<file path="src/rtl/fetch_unit.sv">
// fetch_unit: PC walker issuing word reads to mem, buffering returned words
// in a small FIFO and handing {inst, pc} to decode, with single-cycle redirect/flush.
module fetch_unit #(
   parameter logic [31:0] RESET_PC = 32'h0000_0000,
   parameter int          DEPTH    = 4
) (
   input  logic        clk,
   input  logic        rst_n,
   output logic [31:0] mem_addr,
   output logic        mem_read,
   output logic        mem_write,
   output logic [31:0] mem_wdata,
   input  logic [31:0] mem_rdata,
   input  logic        redirect,
   input  logic [31:0] redirect_pc,
   output logic        inst_valid,
   input  logic        inst_ready,
   output logic [31:0] inst,
   output logic [31:0] inst_pc
);
   localparam int          AW  = $clog2(DEPTH);
   localparam logic [31:0] RPC = {RESET_PC[31:2], 2'b00};
   localparam logic [AW:0] DP  = (AW+1)'(DEPTH);
   logic [31:0]   pc_q, pc_d, ipc_q, ipc_d;
   logic          infl_q, infl_d;
   logic [AW:0]   cnt_q, cnt_d;
   logic [AW-1:0] wp_q, wp_d, rp_q, rp_d;
   logic [31:0]   word_q [DEPTH];
   logic [31:0]   wpc_q  [DEPTH];
   logic          push, pop;
   // The in-flight word holds a slot, so count + inflight is the credit in use.
   assign mem_read   = !redirect && ((cnt_q + (AW+1)'(infl_q)) < DP);
   assign mem_addr   = pc_q;
   assign mem_write  = 1'b0;
   assign mem_wdata  = '0;
   assign inst_valid = cnt_q != '0;
   assign inst       = word_q[rp_q];
   assign inst_pc    = wpc_q[rp_q];
   assign push       = infl_q && !redirect;
   assign pop        = inst_valid && inst_ready && !redirect;
   always_comb begin
      pc_d   = redirect ? {redirect_pc[31:2], 2'b00} : mem_read ? pc_q + 32'd4 : pc_q;
      ipc_d  = mem_read ? pc_q : ipc_q;
      infl_d = mem_read;
      wp_d   = redirect ? '0 : wp_q + AW'(push);
      rp_d   = redirect ? '0 : rp_q + AW'(pop);
      cnt_d  = redirect ? '0 : cnt_q + (AW+1)'(push) - (AW+1)'(pop);
   end
   always_ff @(posedge clk or negedge rst_n) begin
      if (!rst_n) begin
         pc_q   <= RPC;
         ipc_q  <= '0;
         infl_q <= 1'b0;
         wp_q   <= '0;
         rp_q   <= '0;
         cnt_q  <= '0;
      end else begin
         pc_q   <= pc_d;
         ipc_q  <= ipc_d;
         infl_q <= infl_d;
         wp_q   <= wp_d;
         rp_q   <= rp_d;
         cnt_q  <= cnt_d;
      end
   end
   always_ff @(posedge clk) begin
      if (push) begin
         word_q[wp_q] <= mem_rdata;
         wpc_q[wp_q]  <= ipc_q;
      end
   end
endmodule

</file>
<file path="config.mk">
export PLATFORM = sky130hd
export DESIGN_NAME = fetch_unit
export DESIGN_NICKNAME = d
export VERILOG_FILES = /design/src/rtl/fetch_unit.sv
export SDC_FILE = /design/constraint.sdc
export NUM_CORES = 1
export LEC_CHECK = 0
export CAP_MARGIN = 20
export CORE_AREA = 2 2 161 163
export CTS_BUF_LIST = sky130_fd_sc_hd__clkbuf_8
export DETAILED_ROUTE_END_ITERATION = 10
export DIE_AREA = 0 0 163 165
export GPL_ROUTABILITY_DRIVEN = 1
export PLACE_DENSITY = 0.78
export SLEW_MARGIN = 5
export SYNTH_ARGS = -nofsm -noshare
export SYNTH_HDL_FRONTEND = slang
export SYNTH_SLANG_ARGS = --single-unit
</file>
<file path="constraint.sdc">
create_clock -name clk -period 6.8 [get_ports clk]
set_input_delay 1.36 -clock clk [delete_from_list [all_inputs] [get_ports clk]]
set_output_delay 1.36 -clock clk [all_outputs]
set_load 0.05 [all_outputs]
</file>
==> impl_metrics.json, run 1 <==
{
  "run_status": "finished clean",
  "synth_top_area_share_pct": 59.69,
  "r2r_slack_ns": 4.25,
  "grt-ovfl-total": 0,
  "cts_buffers": 50,
  "hold_violations": 0,
  "ys_async_sr_fraction_pct": 21.52,
  "antenna_found_initial": 2,
  "slew_viol_final": 0,
  "maxCapViolations": 0,
  "criticalPathCategory": "primary input to output port",
  "fin_nets": 921,
  "clkTransAtPathRegs_ns": 0.06,
  "synthTopCellsByArea": "edfxtp_1 60%, dfrtp_1 14%, mux4_2 11%, mux2_2 2.7%, buf_4 2.4%",
  "synth_common_cells": "248 x edfxtp_1, 68 x dfrtp_1, 62 x mux4_2",
  "reg2reg_from": "wp_q[1]$_DFF_PN0_",
  "synthDistinctLibCells": 44,
  "clockBufferDepth": 3,
  "wl_microns": 24650,
  "finalCritPeriodShare_pct": 71.10,
  "dpl.hpwl_microns": 14800,
  "initial_core_util_pct": 49.83,
  "post-route-min-period_ns": 4.834,
  "hold_ws_ns": 0.5098,
  "yosys_warnings": 0,
  "syn-cell-area_sq_um": 12480,
  "drt_first_pass_iters": 4,
  "synth_edf_count": 248,
  "postCtsHoldBufs": 0,
  "drive_above_1_share_pct": 19.91,
  "clock-sinks": 316,
  "ctsRootBufferMaster": "clkbuf_8",
  "cts_tree": "built",
  "synth.ff_latch_count": 316,
  "synth_ff_type": "edfxtp_1",
  "dieArea_sq_um": 26900,
  "grt_start_max_net_pins": 69,
  "syn_to_final_growth_pct": 22.18,
  "synth_xor_xnor_area_share_pct": 2.307,
  "p_per_area_nw_per_um2": 338.3,
  "worst_setup_path_end_kind": "output port",
  "setup_tns_ns": 0,
  "clkLatencyLatePin_ns": 0.57,
  "synthAdderAreaFrac_pct": 0.6619,
  "place.gp.congestion": 0.7595,
  "ys_seq_area_share_pct": 73.33,
  "drt_iter0_drc": 387,
  "ios": 199,
  "floorplan.die.width_microns": 163,
  "leakage_nw": 5.288,
  "required_ns": 5.44,
  "die_h_microns": 165,
  "max-slew-margin-rel_pct": 30.35,
  "postRouteAntennaNets": 0,
  "vias": 6469,
  "synth_compound_gate_area_share_pct": 1.324,
  "grt_pass1_wl_microns": 37690,
  "synth_largest_area_cell": "edfxtp_1",
  "first_global_vias": 6825,
  "synth_cells": 659,
  "rsz0062_at_grt": "false",
  "worstPathArrival_ns": 3.47,
  "holdCritStartpoint": "ipc_q[17]$_DFFE_PN0P_",
  "fp.coreArea_sq_um": 25040,
  "syn_avg_cell_area_sq_um": 18.93,
  "placementRows": 58,
  "pre_cts_ws_ns": 1.955,
  "max_slew.worst_pin.slew_ns": 1.039,
  "dp.cells": 1125,
  "cts_setup_buffers": 0,
  "wl_per_cell_microns": 20.20,
  "synth_top_family_by_area": "multiplexers",
  "grt_usage_pct": 18.69,
  "ctsHtreeMaxLevel": 2,
  "hold_class": "flop to flop",
  "crit_path_start": "redirect",
  "synthMuxAreaShare_pct": 14.44,
  "stdcell_count": 1220,
  "finClkSkew_ns": 0.02487,
  "worst_slack_ns": 1.966,
  "timing.critical_path.fanout_max": 32,
  "fmax_mhz": 206.8,
  "via_per_inst": 5.302,
  "yosys.area_share.simple_pct": 4.473,
  "setup_violations": 0,
  "yosysMostFrequentCell": "edfxtp_1",
  "io_buffers": 159,
  "ir_drop_v": 0.0002290,
  "cts_resized": 0,
  "route.detailed.drc": 0,
  "startpoint_type": "primary input"
}
flip-flops by register name (all words and copies together), names as in the netlist:
register / cells
cnt_q: 3
wpc_q: 120
mem_addr: 30
ipc_q: 30
infl_q: 1
rp_q: 2
wp_q: 2
word_q: 128
worst max-delay path: stages:
cell,delay (ns)
buf_2,0.10
clkinv_1,0.20
and2_2,0.82
clkdlybuf4s50_1,0.96
report_power, final:
| group | internal [mW] | switching (mW) |
|---|---|---|
| clock network | 0.810 | 0.700 |
| logic | 0.451 | 0.690 |
| registers | 2.32 | 0.182 |
worst paths after layout:
| path | endpoint | depth (start not counted) |
|---|---|---|
| worst max-delay path | mem_read | 4 |
| worst min-delay path | wpc_q[1][17]$_DFFE_PP_ | 0 |
| worst max register to register | word_q[0][21]$_DFFE_PP_ | 2 |
| worst min register to register | wpc_q[1][17]$_DFFE_PP_ | 0 |
| max in group asynchronous | rp_q[1]$_DFF_PN0_ | 1 |
| min in group asynchronous | mem_addr[2]$_DFFE_PN0N_ | 1 |
final cells by class:
| cell class | count | area [sq um] |
|---|---|---|
| diodes | 1 | 2.502 |
| clock inverters | 40 | 220.2 |
| clock buffers | 54 | 743.2 |
| inverters | 7 | 26.28 |
| well taps | 330 | 412.9 |
| fillers | 1823 | 9793 |
| flip-flops and latches | 316 | 9156 |
| multi-input cells | 308 | 3060 |
| repair buffers | 164 | 1622 |
metal layers:
layer / GRT usage [%] / vias to the layer above / part of all wire (%)
met4: 5.270 / 2 / 1.4
met1: 23.69 / 3311 / 41
met3: 5.324 / 32 / 7.4
li1: - / 2909 / -
met5: 0 / - / 0.053
met2: 31.78 / 215 / 50
kinds of logic after synthesis:
kind of cell               count (synthesis)
buffers and inverters                     71
xor gates and xnor gates                  32
DFF                                      316
adders and majority gates                  6
muxes                                     98
other                                      1
AOI/OAI and AO/OA                         31
and+or+nand+nor                          104
cell usage in the layout, fill, tap and decap left out, drive strengths merged, types with 2 or more instances in the layout:
cell,n
mux4,62
buf,7
and3,8
edfxtp,248
bufinv,2
dfrtp,68
xnor2,20
and2,2
nand4,8
xor2,12
nor3,8
mux2,33
nor4,5
nor2b,3
mux2i,3
a31oi,2
ha,5
and4,7
nand2,36
clkbuf,54
clkdlybuf4s50,157
nand3,10
clkinvlp,2
conb,37
o21ai,26
clkinv,15
inv,28
nor2,11
metrics by stage:
stage | power [mW] | util [%] | cell area (sq um)
finish | 5.157 | 60.88 | 15240
global route | 5.383 | 60.87 | 15240
CTS | 5.216 | 60.87 | 15240
detailed placement | 3.698 | 57.03 | 14280
global placement | 3.671 | 57.03 | 14280
floorplan | 3.310 | - | 12610
No activity file was read; power rests on OpenSTA's default activity.
==> inputs of run 2 (changes only) <==
==> constraint.sdc (replaced) <==
create_clock -name clk -period 4.8 [get_ports clk]
set_input_delay 0.96 -clock clk [delete_from_list [all_inputs] [get_ports clk]]
set_output_delay 0.96 -clock clk [all_outputs]
set_load 0.05 [all_outputs]
==> run 2 against run 1 <==
Global-route usage up 0.21 points. Via count is 0.85% higher. Cell count rose by 0.57%. Register-to-register slack lost 1.9 ns. First-iteration DRC count rose by 26%. Cell area rose by 0.79%. Core utilization rose by 0.48 points. Critical endpoint is now inst_pc[8].
==> impl_metrics.json, run 2 (synthesis gave the netlist of run 1 again) <==
{
  "initial_core_util_pct": 49.83,
  "floorplan.die.width_microns": 163,
  "timing.critical_path.fanout_max": 24,
  "setup_tns_ns": 0,
  "cpPeakStageDelay_ns": 0.75,
  "rsz0062_at_grt": "false",
  "regMostFlops": "word_q",
  "fin_nets": 930,
  "finClkSkew_ns": 0.02702,
  "grt_start_max_net_pins": 69,
  "grt-ovfl-total": 0,
  "hold_class": "primary input to asynchronous set/reset pin",
  "drt_first_pass_iters": 6,
  "drt_iter0_drc": 486,
  "reg.largest.list": "word_q x128, wpc_q x120",
  "drive_above_1_share_pct": 21.07,
  "startpoint_type": "flop",
  "reg2reg_from": "cnt_q[2]$_DFF_PN0_",
  "ios": 199,
  "max-slew-margin-rel_pct": 30.36,
  "placementRows": 58,
  "via_per_inst": 5.317,
  "grt_usage_pct": 18.90,
  "required_ns": 3.84,
  "wl_per_cell_microns": 20.56,
  "clkTransAtPathRegs_ns": 0.07,
  "crit_chain": "buf_4 -> mux4_2 -> clkdlybuf4s50_1",
  "post-route-min-period_ns": 3.909,
  "hold_violations": 0,
  "mostFrequentLayoutCells": "248 x edfxtp_1, 157 x clkdlybuf4s50_1, 66 x dfrtp_1, 62 x mux4_2, 58 x clkbuf_8",
  "fin_total_pwr_mw": 7.398,
  "cts_setup_buffers": 0,
  "route.detailed.drc": 0,
  "ctsHtreeMaxLevel": 2,
  "postRouteAntennaNets": 0,
  "vias": 6524,
  "maxCapViolations": 0,
  "setup_violations": 0,
  "postCtsHoldBufs": 0,
  "criticalPathCategory": "flop to output port",
  "worstPathArrival_ns": 2.95,
  "slew_viol_final": 0,
  "place.gp.congestion": 0.7603,
  "die_h_microns": 165,
  "crit_path_start": "rp_q[0]$_DFF_PN0_",
  "cts_resized": 0,
  "fmax_mhz": 255.8,
  "fp.coreArea_sq_um": 25040,
  "cts_buffers": 50,
  "largest_register_ffs": 128,
  "run_status": "finished clean",
  "worst_setup_path_end_kind": "output port",
  "dpl.hpwl_microns": 15360,
  "wl_microns": 25230,
  "p_per_area_nw_per_um2": 481.6,
  "layout.cells.most_common": "edfxtp_1",
  "r2r_slack_ns": 2.39,
  "grt_pass1_wl_microns": 38160,
  "clock-sinks": 316,
  "clockBufferDepth": 3,
  "diodes": 0,
  "leakage_nw": 5.363,
  "finalCritPeriodShare_pct": 81.44,
  "antenna_found_initial": 2,
  "clkLatencyLatePin_ns": 0.55,
  "dieArea_sq_um": 26900,
  "ir_drop_v": 0.0002648,
  "max_slew.worst_pin.slew_ns": 1.045,
  "first_global_vias": 6744,
  "cts_tree": "built",
  "io_buffers": 159,
  "critPathSlowestCell": "dfrtp_4",
  "syn_to_final_growth_pct": 23.15,
  "ctsRootBufferMaster": "clkbuf_8"
}
[run 2: path summary, 6_finish.rpt]
check | end | cells past startpoint
worst min-delay path | ipc_q[13]$_DFFE_PN0P_ | 1
worst max-delay path | inst_pc[8] | 3
worst min register to register | wpc_q[3][14]$_DFFE_PP_ | 0
max in group asynchronous | rp_q[1]$_DFF_PN0_ | 1
min in group clk | wpc_q[3][14]$_DFFE_PP_ | 0
worst max register to register | cnt_q[2]$_DFF_PN0_ | 9
[run 2: critical path: cells and delay by family (launching register included)]
family   cells  cell delay, ns
mux          1            0.58
flops        1            0.75
buf+inv      2            1.06
[run 2: layout make-up]
cell class / instances / area (sq um)
clock buffer: 58 / 798.3
tap: 330 / 412.9
timing repair buffer: 173 / 1709
sequential: 316 / 9156
clock inverter: 35 / 193.9
fill: 1816 / 9673
inverter: 7 / 26.28
multi-input combinational: 308 / 3067
[run 2: metal layers]
layer  vias up  part of all wire [%]  track usage [%]
met5         -                 0.052                0
met4         2                   1.7            5.632
met3        34                   7.6            5.299
met2       257                    49            30.91
met1      3321                    42            24.99
li1       2910                     -                -
[run 2: through the flow]
step / worst slack, ns / utilization (%) / hold slack, ns / cell area [sq um] / cells
6_report: 0.8907 / 61.36 / 0.5140 / 15360 / 1227
5_1_grt: 0.6954 / 61.36 / 0.5281 / 15360 / 1227
4_1_cts: 0.7652 / 61.36 / 0.5180 / 15360 / 1227
3_5_place_dp: 1.376 / 57.40 / 0.5026 / 14370 / 1134
3_3_place_gp: 1.370 / 57.34 / 0.4884 / 14360 / 1133
2_1_floorplan: 0.3729 / - / 0.4693 / 12620 / 695
[run 2: report_power, final]
group          switching [mW]  internal, mW  total (mW)
combinational            1.02         0.659        1.67
clock                   0.991          1.21        2.20
sequential              0.235          3.29        3.53
